`src/rtl/tlc_frame_scheduler.sv`:
```
// tlc_frame_scheduler
// Sequences a TLC-style LED driver. After reset it loads dot correction, then
// one grayscale frame, and then runs a continuous loop: the grayscale period
// and the next frame shift overlap, and each frame is latched under blank.
// The front buffer flips on frame-shift starts while the writer has a frame
// ready. A stuck engine (no done pulse within TIMEOUT) restarts the sequence.
module tlc_frame_scheduler #(
    parameter int BLANK_PRE  = 2,
    parameter int XLAT_WIDTH = 2,
    parameter int BLANK_POST = 2,
    parameter int TIMEOUT    = 65535
) (
    input  logic        clock,
    input  logic        reset,
    output logic        shift_start,
    input  logic        shift_done,
    output logic        gs_start,
    input  logic        gs_done,
    output logic        led_mode,
    output logic        led_blank,
    output logic        led_xlat,
    output logic        rd_buf,
    input  logic        swap_req,
    output logic        swap_ack,
    output logic [15:0] frame_count,
    output logic        timeout_err
);

    localparam int LATCH_LEN = BLANK_PRE + XLAT_WIDTH + BLANK_POST;
    localparam int LW        = (LATCH_LEN > 1) ? $clog2(LATCH_LEN) : 1;
    localparam int TW        = (TIMEOUT > 1) ? $clog2(TIMEOUT) : 1;

    localparam logic [LW-1:0] LATCH_LAST = LW'(LATCH_LEN - 1);
    localparam logic [LW-1:0] XLAT_FIRST = LW'(BLANK_PRE);
    localparam logic [LW-1:0] XLAT_LAST  = LW'(BLANK_PRE + XLAT_WIDTH - 1);
    localparam logic [TW-1:0] TO_LAST    = TW'(TIMEOUT - 1);

    typedef enum logic [2:0] {
        IDLE,
        DC_SHIFT,
        DC_LATCH,
        GS_SHIFT,
        GS_LATCH,
        RUN
    } state_t;

    state_t        state_q, state_d;
    logic [LW-1:0] lat_cnt_q, lat_cnt_d;
    logic [TW-1:0] to_cnt_q, to_cnt_d;
    logic          shift_seen_q, shift_seen_d;
    logic          gs_seen_q, gs_seen_d;
    logic          shift_start_q, shift_start_d;
    logic          gs_start_q, gs_start_d;
    logic          mode_q, mode_d;
    logic          blank_q, blank_d;
    logic          xlat_q, xlat_d;
    logic          rd_buf_q, rd_buf_d;
    logic          swap_ack_q, swap_ack_d;
    logic [15:0]   frame_count_q, frame_count_d;
    logic          timeout_err_q, timeout_err_d;
    logic          sh_any, gs_any;

    // State and registered outputs; reset overrides everything in flight.
    always_ff @(posedge clock) begin
        if (reset) begin
            state_q       <= IDLE;
            lat_cnt_q     <= '0;
            to_cnt_q      <= '0;
            shift_seen_q  <= 1'b0;
            gs_seen_q     <= 1'b0;
            shift_start_q <= 1'b0;
            gs_start_q    <= 1'b0;
            mode_q        <= 1'b1;
            blank_q       <= 1'b1;
            xlat_q        <= 1'b0;
            rd_buf_q      <= 1'b0;
            swap_ack_q    <= 1'b0;
            frame_count_q <= '0;
            timeout_err_q <= 1'b0;
        end else begin
            state_q       <= state_d;
            lat_cnt_q     <= lat_cnt_d;
            to_cnt_q      <= to_cnt_d;
            shift_seen_q  <= shift_seen_d;
            gs_seen_q     <= gs_seen_d;
            shift_start_q <= shift_start_d;
            gs_start_q    <= gs_start_d;
            mode_q        <= mode_d;
            blank_q       <= blank_d;
            xlat_q        <= xlat_d;
            rd_buf_q      <= rd_buf_d;
            swap_ack_q    <= swap_ack_d;
            frame_count_q <= frame_count_d;
            timeout_err_q <= timeout_err_d;
        end
    end

    // Next state: wait states count toward the timeout, latch states count
    // through the blank window, and RUN collects both done pulses.
    always_comb begin
        state_d       = state_q;
        lat_cnt_d     = '0;
        to_cnt_d      = '0;
        shift_seen_d  = 1'b0;
        gs_seen_d     = 1'b0;
        shift_start_d = 1'b0;
        gs_start_d    = 1'b0;
        mode_d        = mode_q;
        frame_count_d = frame_count_q;
        timeout_err_d = timeout_err_q;
        sh_any        = shift_seen_q | shift_done;
        gs_any        = gs_seen_q | gs_done;
        case (state_q)
            IDLE: begin
                state_d       = DC_SHIFT;
                mode_d        = 1'b1;
                shift_start_d = 1'b1;
            end
            DC_SHIFT: begin
                if (shift_done) begin
                    state_d = DC_LATCH;
                end else if (to_cnt_q == TO_LAST) begin
                    state_d       = IDLE;
                    timeout_err_d = 1'b1;
                end else begin
                    to_cnt_d = to_cnt_q + TW'(1);
                end
            end
            DC_LATCH: begin
                if (lat_cnt_q == LATCH_LAST) begin
                    state_d       = GS_SHIFT;
                    mode_d        = 1'b0;
                    shift_start_d = 1'b1;
                end else begin
                    lat_cnt_d = lat_cnt_q + LW'(1);
                end
            end
            GS_SHIFT: begin
                if (shift_done) begin
                    state_d = GS_LATCH;
                end else if (to_cnt_q == TO_LAST) begin
                    state_d       = IDLE;
                    timeout_err_d = 1'b1;
                end else begin
                    to_cnt_d = to_cnt_q + TW'(1);
                end
            end
            GS_LATCH: begin
                if (lat_cnt_q == LATCH_LAST) begin
                    state_d       = RUN;
                    frame_count_d = frame_count_q + 16'd1;
                    gs_start_d    = 1'b1;
                    shift_start_d = 1'b1;
                end else begin
                    lat_cnt_d = lat_cnt_q + LW'(1);
                end
            end
            RUN: begin
                if (sh_any && gs_any) begin
                    state_d = GS_LATCH;
                end else if (to_cnt_q == TO_LAST) begin
                    state_d       = IDLE;
                    timeout_err_d = 1'b1;
                end else begin
                    to_cnt_d     = to_cnt_q + TW'(1);
                    shift_seen_d = sh_any;
                    gs_seen_d    = gs_any;
                end
            end
            default: state_d = IDLE;
        endcase
    end

    // Output decode from the next state so every output comes off a flop;
    // the buffer flip is tied to a grayscale shift start.
    always_comb begin
        blank_d    = (state_d != RUN);
        xlat_d     = ((state_d == DC_LATCH) || (state_d == GS_LATCH)) &&
                     (lat_cnt_d >= XLAT_FIRST) && (lat_cnt_d <= XLAT_LAST);
        rd_buf_d   = rd_buf_q;
        swap_ack_d = 1'b0;
        if (shift_start_d && !mode_d && swap_req) begin
            rd_buf_d   = ~rd_buf_q;
            swap_ack_d = 1'b1;
        end
    end

    assign shift_start = shift_start_q;
    assign gs_start    = gs_start_q;
    assign led_mode    = mode_q;
    assign led_blank   = blank_q;
    assign led_xlat    = xlat_q;
    assign rd_buf      = rd_buf_q;
    assign swap_ack    = swap_ack_q;
    assign frame_count = frame_count_q;
    assign timeout_err = timeout_err_q;

endmodule

```
`config.mk`:
```
export PLATFORM = sky130hd
export DESIGN_NAME = tlc_frame_scheduler
export DESIGN_NICKNAME = d
export VERILOG_FILES = /design/src/rtl/tlc_frame_scheduler.sv
export SDC_FILE = /design/constraint.sdc
export NUM_CORES = 1
export LEC_CHECK = 0
export BUFFER_PORTS_ARGS = -buffer_cell sky130_fd_sc_hd__buf_4
export CAP_MARGIN = 20
export CORE_ASPECT_RATIO = 1.25
export CORE_UTILIZATION = 35
export DETAILED_ROUTE_END_ITERATION = 8
export PLACE_DENSITY_LB_ADDON = 0.3
export SETUP_SLACK_MARGIN = 0.05
export SLEW_MARGIN = 20
export SYNTH_ARGS = -nofsm -noshare
export SYNTH_HDL_FRONTEND = slang
export SYNTH_SLANG_ARGS = --single-unit
```
`constraint.sdc`:
```
create_clock -name clock -period 2.65 [get_ports clock]
set_input_delay 0.3975 -clock clock [delete_from_list [all_inputs] [get_ports clock]]
set_output_delay 0.3975 -clock clock [all_outputs]
set_load 0.05 [all_outputs]
```
After elaboration in Yosys (flattened, before gate mapping)
Index checks and enable logic that the tools add are counted.

storage, ports and cells
  flip-flop bits (word level) = 48
  input port bits = 5
  logic and storage cells = 73

cells by class
  $add $sub $neg = 3
  magnitude comparators = 2
  equality and inequality tests = 12
  mux-type cells = 22
  bitwise operators = 5
  reductions and logical operators = 15

operators with widths
  operator               count
  $mux 16                3
  $add 16x1->16 const B  2
  $pmux 16 s2            1
  $mux 3                 8
  $pmux 3 s6             1
  $eq 16x16->1 const B   1
  $eq 3x3->1 const B     4
  $eq 3x2->1 const B     3
  $mux 1                 6
  $pmux 1 s2             3
  $reduce_or 2->1        3
  $logic_and 1x1->1      5
  $ne 2x2->1 const B     2
  $reduce_or 4->1        1
  $add 3x1->3 const B    1
  $eq 3x1->1 const B     1
  $ge 3x2->1 const B     1
  $le 3x2->1 const B     1
  $logic_not 3->1        1
  $ne 3x3->1 const B     1
  $not 1->1              3
  $reduce_and 3->1       1
  $or 1x1->1             2
  $reduce_and 2->1       1
  3 further kinds        3

Longest topological paths before layout
Gate-level depths: netlist of run 1.

  depth in word-level cells = 8
  gate-level depth with buffers = 6

Least setup slack after synthesis of run 1
No wires, ideal clock.

  kind = register -> register
  from = reg frame_count_q[2], in the netlist frame_count[2]
  to = reg frame_count_q[15], in the netlist frame_count[15]
  setup time = 121 ps
  arrival = 1941 ps
  data required time = 2529 ps
  path slack = 588 ps
  stages on the path, launching flop included = 6
  buffers on the path = 1
  clock period less this slack = 2062 ps
  path through = dfxtp_1 nand3_1 or3_1 buf_2 nor4_1 mux2_2

between the ends
  longest elaborated chain between the ends = 1

ends and longest elaborated chain
  item                    line  source
  start, declared         59    logic [15:0] frame_count_q, frame_count_d;
  start signal, assigned  93    frame_count_q <= frame_count_d;
  $add 16x1->16           151   frame_count_d = frame_count_q + 16'd1;

No other way between the ends.
A chain may end at the register's enable or synchronous reset.

Worst setup path in the final report of run 1
  from = reg state_q[2]
  to = reg frame_count_q[15], in the netlist frame_count[15]

between the ends
  longest elaborated chain between the ends = 2

ends and longest elaborated chain
  item                        line  source
  start, declared             47    state_t state_q, state_d;
  start signal, assigned      81    state_q <= state_d;
  $eq 3x3->1                  113   case (state_q)
  $reduce_and 2->1 (no line)  -

No other way between the ends.

==> results.ini, run 1 <==
[global_route]
grt_pass1_vias = 1634
busiest_layer = met2
track_usage = 0.142
grt_first_pass_wirelength_um = 7130
grt_antenna_before_repair = 0
met2_usage = 0.256
grt_use_met1 = 0.162
grt_max_degree = 28
grt_use_met3 = 0.0395
gr-total-overflow = 0

[setup_path]
cpPeakStageDelay_ns = 0.48
start_kind = flip-flop
worst_ep_required_time_ns = 2.85
critPathArrivalTime_ns = 2.38
crit_path_cell_trace = or3b_4 > or3_1 > nor4_1 > mux2_2
cp_num_buf_inv = 0
crit_path_top_delay_cell = dfxtp_1
critPathMaxFanout = 11
worst-setup-path-type = reg -> reg
rr_endpoint = frame_count[15]$_SDFFE_PP0P_
endpoint_kind = flip-flop
crit_family = simple AND/OR/NAND/NOR gates
reg2reg_depth = 4
r2r_slack_ns = 0.47
reg2reg_from = state_q[2]$_SDFF_PP0_

[yosys]
synth_edf_count = 0
synthesis.area_mm2 = 0.00212
ys_seq_elements = 48
syn_inst = 237
syn_nets = 245
ys_seq_area_frac = 0.454
ys.flop_type = dfxtp_1
synth_cell_types = 44
synthArstFlopShare = 0
yosys_warnings = 0
syn-mean-instance-area_um2 = 8.93

[route]
avgViaCountPerCell = 5.30
via_count = 1755
routedWlPerCell_um = 12.4
drc = 0
routed_wl_um = 4110
first_pass_iters = 4
drt-initial-drc-count = 89
postRouteAntennaNets = 0

[sta]
max_clock_freq_mhz = 458
relSlewSlack = 0.616
drv_slew = 0
worstMarginPinSlew_ns = 0.562
fin_crit_sh = 0.823
setup_tns_ns = 0
rsz0062_at_grt = no
fin_worst_skew_ns = 0.0100
min_period_ns = 2.18
fin_hold_ws_ns = 0.361
finalHoldViolCount = 0
finalSetupViolCount = 0

[layout]
multiInputGateArea_mm2 = 0.00108
postLayoutCellArea_mm2 = 0.00247
layout.nets = 272
layout_common_cells = 48 x dfxtp_1, 31 x nor2_1, 30 x buf_4
drive_gt1_frac = 0.181
fill_cells = 612
final_common_cell = dfxtp_1
fin_util = 0.424
fin_cells = 331
antenna_cells = 0
syn_to_final_growth_pct = 16.6
seq_area_um2 = 961

[placed_design]
hpwl_um = 2990
portBuffers = 28
gp_congestion = 0.701
place_area_mm2 = 0.00238
dp_cells = 323

[die]
core_mm2 = 0.00582
pin_count = 29
die_h_um = 89.0
start_util = 0.364
die-area_mm2 = 0.00637
row_count = 31
fp.dieW_um = 71.6

[clocking]
h-tree-depth = 2
post_cts_resize_count = 0
cts_inserted_buffers = 5
insertion_delay_ns = 0.30
cts.clk_slew.worst_paths_ns = 0.09
cts_setup_buffers = 0
clk_path_buf_depth = 2
postCtsHoldBufs = 0
cts_root_buf = clkbuf_8
cts_tree = done
clock-sinks = 48

[power]
p_leak_nw = 0.909
ir_drop_v = 0.000264
power.density_mw_per_mm2 = 550

[flow_run]
max-cap-violations = 0

[hold_path]
whs_endpoint = swap_ack$_SDFF_PP0_
min_path_cells = 3
min-delay-start = swap_req
hold_path_class = in -> reg

[run_status]
run_status = finished clean

-- cell families after synthesis --
group                    count (synthesis)  share of synthesized area
AND/OR/NAND/NOR                        107                      0.273
adder cells (fa/ha/maj)                  4                     0.0225
XOR/XNOR                                19                     0.0786
AO/OA/AOI/OAI                           38                      0.119
multiplexers                             3                     0.0160
buffers and inverters                   18                     0.0372
flip-flops                              48                      0.454
-- state kept, by name, summed over array words and instances, names as in the netlist --
| signal | count |
|---|---|
| frame_count | 16 |
| gs_seen_q | 1 |
| gs_start | 1 |
| lat_cnt_q | 3 |
| led_blank | 1 |
| led_mode | 1 |
| led_xlat | 1 |
| rd_buf | 1 |
| shift_seen_q | 1 |
| shift_start | 1 |
| state_q | 3 |
| swap_ack | 1 |
| timeout_err | 1 |
| to_cnt_q | 16 |
-- final cells by class --
cell class	count	share of cell area
Clock buffer	6	0.0335
Clock inverter	2	0.00405
Inverter	8	0.0122
Multi-Input combinational cell	171	0.436
Sequential cell	48	0.389
Tap cell	66	0.0335
Timing Repair Buffer	30	0.0912
-- stage by stage --
step / power, mW / setup slack, ns
3_5_place_dp: 0.931 / 0.451
4_1_cts: 1.38 / 0.457
2_1_floorplan: 0.897 / 0.588
3_3_place_gp: 0.929 / 0.488
5_1_grt: 1.44 / 0.327
6_report: 1.36 / 0.469
-- synth_stat cells (2+ instances only) --
| cell | n | share of area |
|---|---|---|
| nor3b_1 | 2 | 0.0071 |
| inv_1 | 8 | 0.014 |
| dfxtp_1 | 48 | 0.45 |
| or3_1 | 6 | 0.018 |
| nand2_1 | 11 | 0.020 |
| or2_2 | 4 | 0.012 |
| nand4_1 | 12 | 0.035 |
| a31oi_1 | 2 | 0.0059 |
| and2_1 | 2 | 0.0059 |
| mux2_2 | 3 | 0.016 |
| xor2_1 | 14 | 0.058 |
| o311ai_0 | 3 | 0.012 |
| o21ai_0 | 5 | 0.012 |
| and3_1 | 4 | 0.012 |
| nor2_1 | 31 | 0.055 |
| ha_1 | 3 | 0.018 |
| o41ai_1 | 2 | 0.0083 |
| buf_2 | 3 | 0.0071 |
| a21oi_1 | 12 | 0.028 |
| nor3_1 | 3 | 0.0071 |
| a2111oi_0 | 2 | 0.0083 |
| and4_1 | 4 | 0.017 |
| xnor2_1 | 5 | 0.021 |
| o31ai_1 | 5 | 0.018 |
| nor2b_1 | 2 | 0.0059 |
| or4_1 | 4 | 0.014 |
| clkbuf_1 | 6 | 0.011 |
| nor4_1 | 5 | 0.015 |
| nand3_1 | 11 | 0.026 |
-- power breakdown --
| part | total, mW | switching (mW) | internal, mW | leakage, nW |
|---|---|---|---|---|
| sequential | 0.777 | 0.0347 | 0.742 | 0.388 |
| clock | 0.442 | 0.234 | 0.208 | 0.0510 |
| combinational | 0.137 | 0.0805 | 0.0569 | 0.471 |
-- worst max path at each step --
stage / cells past startpoint / endpoint / startpoint / slack (ns)
after floorplan: 5 / frame_count[15]$_SDFFE_PP0P_ / frame_count[2]$_SDFFE_PP0P_ / 0.59
after global placement: 4 / frame_count[15]$_SDFFE_PP0P_ / state_q[2]$_SDFF_PP0_ / 0.49
after detailed placement: 4 / frame_count[15]$_SDFFE_PP0P_ / state_q[2]$_SDFF_PP0_ / 0.45
after CTS: 4 / frame_count[15]$_SDFFE_PP0P_ / state_q[2]$_SDFF_PP0_ / 0.46
after global routing: 4 / frame_count[15]$_SDFFE_PP0P_ / state_q[2]$_SDFF_PP0_ / 0.33
final: 4 / frame_count[15]$_SDFFE_PP0P_ / state_q[2]$_SDFF_PP0_ / 0.47
-- metal layers --
| layer | vias to the layer above | share of wire |
|---|---|---|
| li1 | 907 | - |
| met4 | 0 | 0.013 |
| met1 | 815 | 0.45 |
| met3 | 6 | 0.044 |
| met5 | - | 0 |
| met2 | 27 | 0.49 |
-- worst reg2reg max path, stage by stage, from the launching register on --
cell and delay [ns]:
dfxtp_1 0.48, or3b_4 0.43, or3_1 0.48, nor4_1 0.33, mux2_2 0.37
Note: power is estimated with default switching activity, not from simulation.
==> run 2: changes to the inputs <==
==> constraint.sdc (replaced) <==
create_clock -name clock -period 1.8 [get_ports clock]
set_input_delay 0.27 -clock clock [delete_from_list [all_inputs] [get_ports clock]]
set_output_delay 0.27 -clock clock [all_outputs]
set_load 0.05 [all_outputs]
==> run 2 against run 1 <==
Effect of this change: via count rose by 5.5%; largest power group unchanged; flip-flop and latch count did not move; largest cell class unchanged; critical endpoint is now frame_count[9]$_SDFFE_PP0P_; combinational power rose by 110%; highest routed layer unchanged; register-to-register slack got worse by 0.42 ns; sequential power rose by 43%.
==> results.ini, run 2 (synthesis gave the netlist of run 1 again) <==
[clocking]
clock-sinks = 48
cts_inserted_buffers = 5
insertion_delay_ns = 0.30
cts_tree = done
h-tree-depth = 2
cts.clk_slew.worst_paths_ns = 0.09
postCtsHoldBufs = 0
cts_root_buf = clkbuf_8
clk_path_buf_depth = 2

[route]
top_layer = met4
m1WireLength_um = 1960
via_count = 1851
postRouteAntennaNets = 0
avgViaCountPerCell = 5.24
wl_met3_um = 146
routedWlPerCell_um = 12.4
wl_met2_um = 2190
first_pass_iters = 4
drt-initial-drc-count = 81
drc = 0
routed_wl_um = 4370

[setup_path]
rr_endpoint = frame_count[9]$_SDFFE_PP0P_
crit_end = frame_count[9]$_SDFFE_PP0P_
critPathArrivalTime_ns = 1.99
crit_path_top_delay_cell = or4_1
start_kind = flip-flop
worst_ep_required_time_ns = 2.04
endpoint_kind = flip-flop
worstSetupStartpoint = state_q[0]$_SDFF_PP0_
worst-setup-path-type = reg -> reg
r2r_slack_ns = 0.05
cpPeakStageDelay_ns = 0.48
critPathMaxFanout = 8
reg2reg_from = state_q[0]$_SDFF_PP0_
crit_path_cell_trace = or3b_4 > or3_4 > or4_1 > a21oi_1
reg2reg_depth = 4

[power]
power.density_mw_per_mm2 = 803
p_leak_nw = 1.03
power_mw = 2.16
ir_drop_v = 0.000435

[sta]
rsz0062_at_grt = yes
finalSetupViolCount = 0
min_period_ns = 1.75
fin_worst_skew_ns = 0.0119
fin_hold_ws_ns = 0.184
max_clock_freq_mhz = 571
relSlewSlack = 0.737
finalHoldViolCount = 0
fin_crit_sh = 0.973
fin_ws_ns = 0.0481
drv_slew = 0
worstMarginPinSlew_ns = 0.385
setup_tns_ns = 0

[placed_design]
portBuffers = 28
dp_cells = 342
dp_worst_setup_slack_ns = -0.0321
hpwl_um = 3190
gp_congestion = 0.756
place_area_mm2 = 0.00253

[layout]
syn_to_final_growth_pct = 27.3
fin_cells = 353
fill_cells = 589
postLayoutCellArea_mm2 = 0.00270
layout_common_cells = 52 x buf_4, 40 x dfxtp_1, 31 x nor2_1
antenna_cells = 0
layout.nets = 294
drive_gt1_frac = 0.286
final_common_cell = buf_4
fin_util = 0.463

[die]
fp.dieW_um = 71.6
core_mm2 = 0.00582
die-area_mm2 = 0.00637
pin_count = 29
row_count = 31
die_h_um = 89.0
start_util = 0.364

[global_route]
grt_max_degree = 21
gr-total-overflow = 0
track_usage = 0.149
grt_pass1_vias = 1712
grt_antenna_before_repair = 0
grt_first_pass_wirelength_um = 7420

[run_status]
run_status = finished clean

[hold_path]
hold_path_class = in -> reg

[flow_run]
max-cap-violations = 0

-- run 2: cell types whose count changed in the layout (fill, tap and decap cells not counted), sizes merged --
cell / before / now
bufinv: 0 / 1
buf: 30 / 52
clkinv: 2 / 1
-- run 2: how the worst min path moves through the flow --
stage | from | to | slack, ns | cells past startpoint
final | reset | timeout_err$_SDFFE_PP0P_ | 0.18 | 2
after global placement | to_cnt_q[0]$_SDFF_PP0_ | to_cnt_q[0]$_SDFF_PP0_ | 0.44 | 1
after detailed placement | to_cnt_q[0]$_SDFF_PP0_ | to_cnt_q[0]$_SDFF_PP0_ | 0.45 | 1
after floorplan | swap_req | swap_ack$_SDFF_PP0_ | 0.41 | 2
after global routing | reset | gs_seen_q$_SDFF_PP0_ | 0.20 | 2
after CTS | reset | timeout_err$_SDFFE_PP0P_ | 0.18 | 2
-- run 2: critical path: cells and delay by family (launching register included) --
kind               cells  cell delay (ns)
AOI/OAI and AO/OA      1             0.12
DFF                    1             0.32
and+or+nand+nor        3             1.25
-- run 2: area by class of cell --
type	instances	area [um^2]	area share
inverter	8	30.0	0.0111
tap	66	82.6	0.0306
multi-input combinational	171	1110	0.413
timing repair buffer	52	390	0.145
sequential	48	971	0.360
clock inverter	2	35.0	0.0130
clock buffer	6	72.6	0.0269
-- run 2: what timing repair did --
| action | CTS | global route |
|---|---|---|
| setup buffers | 0 | 3 |
| cloned | 0 | 0 |
| pin swaps | 0 | 2 |
| gates resized for setup | 2 | 7 |
| setup endpoints to repair | 5 | 26 |
-- run 2: power by group --
group | leakage [nW] | internal [mW] | switching, mW
logic | 0.585 | 0.119 | 0.170
clock network | 0.0552 | 0.413 | 0.352
registers | 0.391 | 1.09 | 0.0146
-- run 2: routing by layer --
layer / vias to the layer above / track usage
met4: 0 / 0.0713
met2: 29 / 0.261
met1: 865 / 0.170
met5: - / 0
met3: 4 / 0.0383
li1: 953 / -
